**config.mk**
```make
export PLATFORM = sky130hd
export DESIGN_NAME = mouse_packet_decoder_flat
export DESIGN_NICKNAME = d
export VERILOG_FILES = /design/src/rtl/mouse_packet_decoder_pkg.sv /design/src/rtl/mouse_packet_decoder_if.sv /design/src/rtl/mouse_axis_clamp.sv /design/src/rtl/mouse_packet_decoder.sv /design/src/flat_wrapper.sv
export SDC_FILE = /design/constraint.sdc
export NUM_CORES = 1
export LEC_CHECK = 0
export ABC_CLOCK_PERIOD_IN_PS = 3200
export BUFFER_PORTS_ARGS = -buffer_cell sky130_fd_sc_hd__clkbuf_2
export CAP_MARGIN = 10
export CORE_AREA = 2 2 96 98
export DETAILED_ROUTE_END_ITERATION = 8
export DIE_AREA = 0 0 98 100
export PLACE_DENSITY = 0.61
export SETUP_SLACK_MARGIN = 0.15
export SYNTH_ARGS = -nofsm -noshare
export SYNTH_HDL_FRONTEND = slang
export SYNTH_SLANG_ARGS = --single-unit
```
**constraint.sdc**
```tcl
create_clock -name CLK -period 3.2 [get_ports CLK]
set_input_delay 0.64 -clock CLK [delete_from_list [all_inputs] [get_ports CLK]]
set_output_delay 0.64 -clock CLK [all_outputs]
set_load 0.02 [all_outputs]
```
**src/rtl/mouse_packet_decoder_pkg.sv**
```systemverilog
// Shared constants for the PS/2 mouse packet decoder: FSM state encodings,
// status-byte bit positions and receive-error bit positions.
package mouse_pkg;

    typedef enum logic [2:0] {
        ST_IDLE    = 3'd0,
        ST_WAIT_DX = 3'd1,
        ST_WAIT_DY = 3'd2,
        ST_WAIT_DZ = 3'd3,
        ST_UPDATE  = 3'd4
    } mouse_state_e;

    localparam int BTN_L  = 0;
    localparam int BTN_R  = 1;
    localparam int BTN_M  = 2;
    localparam int SYNC   = 3;
    localparam int X_SIGN = 4;
    localparam int Y_SIGN = 5;
    localparam int X_OVF  = 6;
    localparam int Y_OVF  = 7;

    localparam int ERR_PARITY = 0;
    localparam int ERR_FRAME  = 1;

endpackage

```
**src/rtl/mouse_packet_decoder_if.sv**
```systemverilog
// Byte stream from the PS/2 receiver into the packet decoder.
interface mouse_byte_if;
    logic [7:0] BYTE_IN;
    logic       BYTE_VALID;
    logic [1:0] BYTE_ERR;

    modport master (output BYTE_IN, output BYTE_VALID, output BYTE_ERR);
    modport slave  (input  BYTE_IN, input  BYTE_VALID, input  BYTE_ERR);
endinterface

```
**src/rtl/mouse_axis_clamp.sv**
```systemverilog
// One pointer axis: applies a signed 9-bit delta (zeroed on overflow) to an
// 8-bit position and clamps the result to 0..LIMIT-1. Purely combinational.
module mouse_axis_clamp #(
    parameter int LIMIT    = 160,
    parameter bit SUBTRACT = 1'b0
) (
    input  logic [7:0]        pos_i,
    input  logic signed [8:0] delta_i,
    input  logic              ovf_i,
    output logic [7:0]        pos_o
);
    localparam logic signed [9:0] MAX_POS = 10'(LIMIT - 1);

    logic signed [9:0] delta_ext;
    logic signed [9:0] sum;

    // 10 bits hold every pos +/- delta result without wrapping
    always_comb begin
        delta_ext = ovf_i ? 10'sd0 : {delta_i[8], delta_i};
        sum       = SUBTRACT ? ($signed({2'b00, pos_i}) - delta_ext)
                             : ($signed({2'b00, pos_i}) + delta_ext);
        if (sum[9]) begin
            pos_o = 8'd0;
        end else if (sum > MAX_POS) begin
            pos_o = MAX_POS[7:0];
        end else begin
            pos_o = sum[7:0];
        end
    end
endmodule

```
**src/rtl/mouse_packet_decoder.sv**
```systemverilog
// Assembles PS/2 mouse bytes into packets and keeps the clamped pointer position.
// Define MOUSE_SCROLL_EN for 4-byte IntelliMouse packets and the MouseZ output.
module mouse_packet_decoder
    import mouse_pkg::*;
#(
    parameter int MAX_X          = 160,
    parameter int MAX_Y          = 120,
    parameter int TIMEOUT_CYCLES = 100000
) (
    input  logic        CLK,
    input  logic        RESET,
    input  logic        ENABLE,
    mouse_byte_if.slave byte_if,
    output logic [3:0]  MouseStatus,
    output logic [7:0]  MouseX,
    output logic [7:0]  MouseY,
`ifdef MOUSE_SCROLL_EN
    output logic [7:0]  MouseZ,
`endif
    output logic        SendInterrupt,
    output logic        PACKET_ERR
);
    localparam int               CNT_W    = $clog2(TIMEOUT_CYCLES + 1);
    localparam logic [CNT_W-1:0] CNT_LAST = CNT_W'(TIMEOUT_CYCLES - 1);

    localparam logic [2:0] IDLE    = ST_IDLE;
    localparam logic [2:0] WAIT_DX = ST_WAIT_DX;
    localparam logic [2:0] WAIT_DY = ST_WAIT_DY;
    localparam logic [2:0] UPDATE  = ST_UPDATE;
`ifdef MOUSE_SCROLL_EN
    localparam logic [2:0] WAIT_DZ  = ST_WAIT_DZ;
    localparam logic [2:0] AFTER_DY = WAIT_DZ;
`else
    localparam logic [2:0] AFTER_DY = UPDATE;
`endif

    logic [2:0]       state_q, state_d;
    logic [7:0]       status_q, status_d;
    logic [7:0]       bx_q, bx_d;
    logic [7:0]       by_q, by_d;
    logic [CNT_W-1:0] cnt_q, cnt_d;
    logic             err_q, err_d;
    logic [3:0]       status_out_q;
    logic [7:0]       x_q, y_q;
    logic             int_q;
`ifdef MOUSE_SCROLL_EN
    logic [3:0]       bz_q, bz_d;
    logic [7:0]       z_q;
`endif

    logic       byte_ok, byte_bad, in_wait, upd;
    logic [7:0] x_next, y_next;

    assign byte_ok  = byte_if.BYTE_VALID && (byte_if.BYTE_ERR == 2'b00);
    assign byte_bad = byte_if.BYTE_VALID && (byte_if.BYTE_ERR != 2'b00);
    assign upd      = (state_q == UPDATE) && ENABLE;
`ifdef MOUSE_SCROLL_EN
    assign in_wait  = (state_q == WAIT_DX) || (state_q == WAIT_DY) || (state_q == WAIT_DZ);
`else
    assign in_wait  = (state_q == WAIT_DX) || (state_q == WAIT_DY);
`endif

    always_comb begin
        state_d  = state_q;
        status_d = status_q;
        bx_d     = bx_q;
        by_d     = by_q;
`ifdef MOUSE_SCROLL_EN
        bz_d     = bz_q;
`endif
        cnt_d    = '0;
        err_d    = 1'b0;
        if (in_wait) begin
            if (byte_bad) begin
                err_d   = 1'b1;
                state_d = IDLE;
            end else if (byte_ok) begin
                case (state_q)
                    WAIT_DX: begin bx_d = byte_if.BYTE_IN; state_d = WAIT_DY;  end
                    WAIT_DY: begin by_d = byte_if.BYTE_IN; state_d = AFTER_DY; end
`ifdef MOUSE_SCROLL_EN
                    WAIT_DZ: begin bz_d = byte_if.BYTE_IN[3:0]; state_d = UPDATE; end
`endif
                    default: state_d = IDLE;
                endcase
            end else if (cnt_q == CNT_LAST) begin
                err_d   = 1'b1;
                state_d = IDLE;
            end else begin
                cnt_d = cnt_q + CNT_W'(1);
            end
        end else begin
            // IDLE and UPDATE both accept a new status byte, so none is lost
            state_d = IDLE;
            if (byte_ok && byte_if.BYTE_IN[SYNC]) begin
                status_d = byte_if.BYTE_IN;
                state_d  = WAIT_DX;
            end
        end
        if (!ENABLE) begin
            state_d = IDLE;
            err_d   = 1'b0;
            cnt_d   = '0;
        end
    end

    mouse_axis_clamp #(.LIMIT(MAX_X), .SUBTRACT(1'b0)) u_clamp_x (
        .pos_i   (x_q),
        .delta_i ({status_q[X_SIGN], bx_q}),
        .ovf_i   (status_q[X_OVF]),
        .pos_o   (x_next)
    );

    // Screen Y grows downward while PS/2 dy is positive upward
    mouse_axis_clamp #(.LIMIT(MAX_Y), .SUBTRACT(1'b1)) u_clamp_y (
        .pos_i   (y_q),
        .delta_i ({status_q[Y_SIGN], by_q}),
        .ovf_i   (status_q[Y_OVF]),
        .pos_o   (y_next)
    );

    always_ff @(posedge CLK or negedge RESET) begin
        if (!RESET) begin
            state_q      <= IDLE;
            status_q     <= 8'd0;
            bx_q         <= 8'd0;
            by_q         <= 8'd0;
            cnt_q        <= '0;
            err_q        <= 1'b0;
            status_out_q <= 4'd0;
            x_q          <= 8'(MAX_X / 2);
            y_q          <= 8'(MAX_Y / 2);
            int_q        <= 1'b0;
`ifdef MOUSE_SCROLL_EN
            bz_q         <= 4'd0;
            z_q          <= 8'd0;
`endif
        end else begin
            state_q  <= state_d;
            status_q <= status_d;
            bx_q     <= bx_d;
            by_q     <= by_d;
            cnt_q    <= cnt_d;
            err_q    <= err_d;
            int_q    <= upd;
`ifdef MOUSE_SCROLL_EN
            bz_q     <= bz_d;
`endif
            if (upd) begin
                status_out_q <= status_q[3:0];
                x_q          <= x_next;
                y_q          <= y_next;
`ifdef MOUSE_SCROLL_EN
                z_q          <= z_q + {{4{bz_q[3]}}, bz_q};
`endif
            end
        end
    end

    assign MouseStatus   = status_out_q;
    assign MouseX        = x_q;
    assign MouseY        = y_q;
    assign SendInterrupt = int_q;
    assign PACKET_ERR    = err_q;
`ifdef MOUSE_SCROLL_EN
    assign MouseZ        = z_q;
`endif
endmodule

```
**src/flat_wrapper.sv**
```systemverilog
// flat-port wrapper written by rule: the top's interface ports become plain ports
module mouse_packet_decoder_flat import mouse_pkg::*;
#(
    parameter int MAX_X          = 160,
    parameter int MAX_Y          = 120,
    parameter int TIMEOUT_CYCLES = 100000
)
  (CLK, RESET, ENABLE, MouseStatus, MouseX, MouseY, SendInterrupt, PACKET_ERR, byte_if_BYTE_IN, byte_if_BYTE_VALID, byte_if_BYTE_ERR);
  mouse_byte_if byte_if_i ();
  input  logic CLK;
  input  logic RESET;
  input  logic ENABLE;
  output logic [3:0] MouseStatus;
  output logic [7:0] MouseX;
  output logic [7:0] MouseY;
  output logic SendInterrupt;
  output logic PACKET_ERR;
  input wire logic [$bits(byte_if_i.BYTE_IN)-1:0] byte_if_BYTE_IN;
  input wire logic [$bits(byte_if_i.BYTE_VALID)-1:0] byte_if_BYTE_VALID;
  input wire logic [$bits(byte_if_i.BYTE_ERR)-1:0] byte_if_BYTE_ERR;
  assign byte_if_i.BYTE_IN = byte_if_BYTE_IN;
  assign byte_if_i.BYTE_VALID = byte_if_BYTE_VALID;
  assign byte_if_i.BYTE_ERR = byte_if_BYTE_ERR;
  mouse_packet_decoder #(.MAX_X(MAX_X), .MAX_Y(MAX_Y), .TIMEOUT_CYCLES(TIMEOUT_CYCLES)) u_core (.CLK(CLK), .RESET(RESET), .ENABLE(ENABLE), .byte_if(byte_if_i), .MouseStatus(MouseStatus), .MouseX(MouseX), .MouseY(MouseY), .SendInterrupt(SendInterrupt), .PACKET_ERR(PACKET_ERR));
endmodule
```
==> summary.md <==
| Metric | Value |
|---|---|
| Status | complete, no violations |
| RSZ-0062 raised after global routing | false |
| Synth Register Bits | between 60 and 70 |
| IO Pins | 36 |
| CTS max path bufs | 2 |
| CP delay by family, top | compound AO/OA/AOI/OAI gates |
| Sequential area share after synthesis | 45.8% |
| Worst slew pin tran | between 0.9 and 1 ns |
| Post-CTS resize count | 0 |
| Rel. slew slack | ~40% |
| Final Instance Area | 4080 um^2 |
| FF+latch area | 1660 um^2 |
| Crit Path Category | register to register |
| Clock Sinks | 66 |
| EDFF count, synth | 0 |
| Core area | 8890 um^2 |
| Most frequent cells in the layout | dfrtp_1, nand2_1, nor2_1, clkbuf_2, mux2_2 |
| CTS HTree Levels | 3 |
| Max Cap Viol | 0 |
| Final period utilization | 82.3% |
| Post-synth ARST share | 100% |
| Cells along the critical path | nor2b_1 > ha_1 > inv_1 > fa_1 > a211oi_2 > o21ai_0 > a311o_1 > o311ai_4 > nor2_1 > a32o_1 |
| Peak supply drop | 0.274 mV |
| GRT Util Overall | 16.0% |
| Vias in the first global route | 2534 |
| Gr ovfl total | 0 |
| Routed via count | 2636 |
| First-iteration detailed-routing DRC count | 100 |
| TritonCTS Buffers | 9 |
| Fmax | 0.380 GHz |
| Tightest Hold Check Type | input port to asynchronous set/reset pin |
| I/O Buffers | 35 |
| CP max-delay cell | dfrtp_1 |
| Largest net degree at the start of global routing | 43 |
| Setup violators final | 0 |
| Fillers | around 860 |
| Detailed placement HPWL | 5470 um |
| TNS Setup | 0 ns |
| Via/cell ratio | about 5.2 |
| Area grow syn2layout | 12.8% |
| Rows | 35 |
| Final Skew | 0.00468 ns |
| Critical Path AT | roughly 2.9 ns |
| CTS hold repair buffers | 0 |
| Mean post-synth cell area | 10.3 um^2 |
| Die area | 9800 um^2 |
| Syn Inst Count | approximately 350 |
| Share of layout cells above drive strength 1 | 21.6% |
| TritonCTS clock tree | built |
| Post-synth top area share | 41.5% |
| CP startpoint kind | register |
| Commonest non-fill, non-tap cell in the layout | dfrtp_1 |
| Post-DRT Antenna Nets | 0 |
| Initial core utilization | 40.7% |
| GP Congestion | 0.811 |
| Syn nets | ~390 |
| Drt drc | 0 |
| CP Max Fanout | 10 |
| Area leader, netlist | dfrtp_1 |
| Area after DPL | 3920 um^2 |
| Synth warnings | 0 |
| Final hold vios | 0 |
| Critical Path Sink Type | register |
| Initial antenna violation count | 0 |
| CTS root buf | clkbuf_8 |
| Max-slew violations | 0 |
| Average wire per standard cell | between 10 and 15 um |
| Chip width | 98 um |
| Largest stage delay on the critical path | around 0.45 ns |
| Static Leak | approximately 1.9 nW |
| PwrDens | 418 nW/um^2 |
| Multi-input logic area | 1890 um^2 |
| Distinct cells, synth | 53 |
| Top_reg_cell synth | dfrtp_1 |
| CTS clk-pin slew, worst paths | 0.07 ns |
| Chip height | roughly 100 um |
| Final Critical Period | roughly 2.6 ns |
| Final wirelength | approximately 7400 um |
| WP buf/inv | 1 |
| Clock latency on the worst-skew pair | 0.33 ns |
| Nets | 427 |
| Antenna Diode Count | 0 |
| First-pass GRT wire length | 12600 um |
| Largest cells by area after synthesis | dfrtp_1, mux2_2, ha_1 |
| Mapped cell area | 3620 um^2 |
| Pre-antenna DRT Iters | 4 |
| Data required, critical path | 3.46 ns |
| Buffers inserted during post-CTS setup optimization | 0 |
[sequential cells by signal (all words and copies together), names as in the netlist]
| signal | cells |
|---|---|
| u_core.bx_q | 8 |
| u_core.status_q | 8 |
| u_core.state_q | 3 |
| u_core.by_q | 8 |
| u_core.SendInterrupt | 1 |
| u_core.MouseY | 8 |
| u_core.MouseX | 8 |
| u_core.MouseStatus | 4 |
| u_core.cnt_q | 17 |
| u_core.PACKET_ERR | 1 |
[Yosys cell counts (4+ instances only)]
cell type   n
dfrtp_1    60
and2_1      4
a32oi_1     4
clkbuf_1    4
inv_1       9
a21oi_1    14
a21o_1      5
and3_1      4
mux2_2     23
nor2b_1    11
ha_1       18
nand2_1    43
nand2b_1   10
xnor2_1    10
o211ai_1    4
xor2_1     18
dfstp_2     6
nor2_1     39
o21ai_0     8
nand3_1    11
[metrics by stage]
stage               util (%)  setup slack [ns]  cells  total power [W]  hold WS, ns
floorplan                  -             0.763    351          0.00105        0.344
global placement        44.1             0.651    493          0.00112        0.447
detailed placement      44.1             0.578    493          0.00112        0.452
CTS                     45.9             0.557    509          0.00173        0.466
global route            45.9             0.395    509          0.00179        0.491
finish                  45.9             0.568    509          0.00171        0.440
[path summary, 6_finish.rpt]
path | start | to | slack [ns] | cells after the start
setup / recovery | u_core.status_q[7]$_DFFE_PN0P_ | u_core.MouseY[3]$_DFFE_PN1P_ | 0.57 | 10
hold reg to reg | u_core.status_q[3]$_DFFE_PN0P_ | u_core.MouseStatus[3]$_DFFE_PN0P_ | 0.46 | 2
max in group asynchronous | RESET | u_core.cnt_q[6]$_DFF_PN0_ | 2.01 | 2
setup reg to reg | u_core.status_q[7]$_DFFE_PN0P_ | u_core.MouseY[3]$_DFFE_PN1P_ | 0.57 | 10
hold / removal | RESET | u_core.MouseY[1]$_DFFE_PN0P_ | 0.44 | 1
min in group CLK | u_core.status_q[3]$_DFFE_PN0P_ | u_core.MouseStatus[3]$_DFFE_PN0P_ | 0.46 | 2
[report_power, final]
| part | internal, W | switching [W] |
|---|---|---|
| registers | 0.000871 | 0.0000280 |
| logic | 0.0000956 | 0.000109 |
| clock network | 0.000300 | 0.000303 |
| total | 0.00127 | 0.000440 |
[layer usage]
| metal | share of wire, % | GRT usage [%] | wire, um | vias up |
|---|---|---|---|---|
| met1 | 50 | 23.0 | 3640 | 1252 |
| met4 | 1.5 | 6.94 | 111 | 0 |
| met5 | 0 | 0 | 0 | - |
| li1 | - | - | - | 1325 |
| met3 | 3.1 | 2.16 | 227 | 10 |
| met2 | 46 | 24.5 | 3370 | 49 |
[area by class of cell]
type / count / share of cell area, %
multi-input combinational: 268 / 46.2
tap: 111 / 3.40
clock inverter: 3 / 0.368
inverter: 10 / 0.919
clock buffer: 13 / 3.65
timing repair buffer: 38 / 4.84
sequential: 66 / 40.6
[cells by family after synthesis]
kind of cell / share of synthesized area [%]
AOI/OAI and AO/OA: 12.9
muxes: 7.43
DFF: 45.8
buffers and inverters: 2.04
xor gates and xnor gates: 6.77
adders and majority gates: 7.33
and+or+nand+nor: 17.7
No activity file was read; power rests on OpenSTA's default activity.
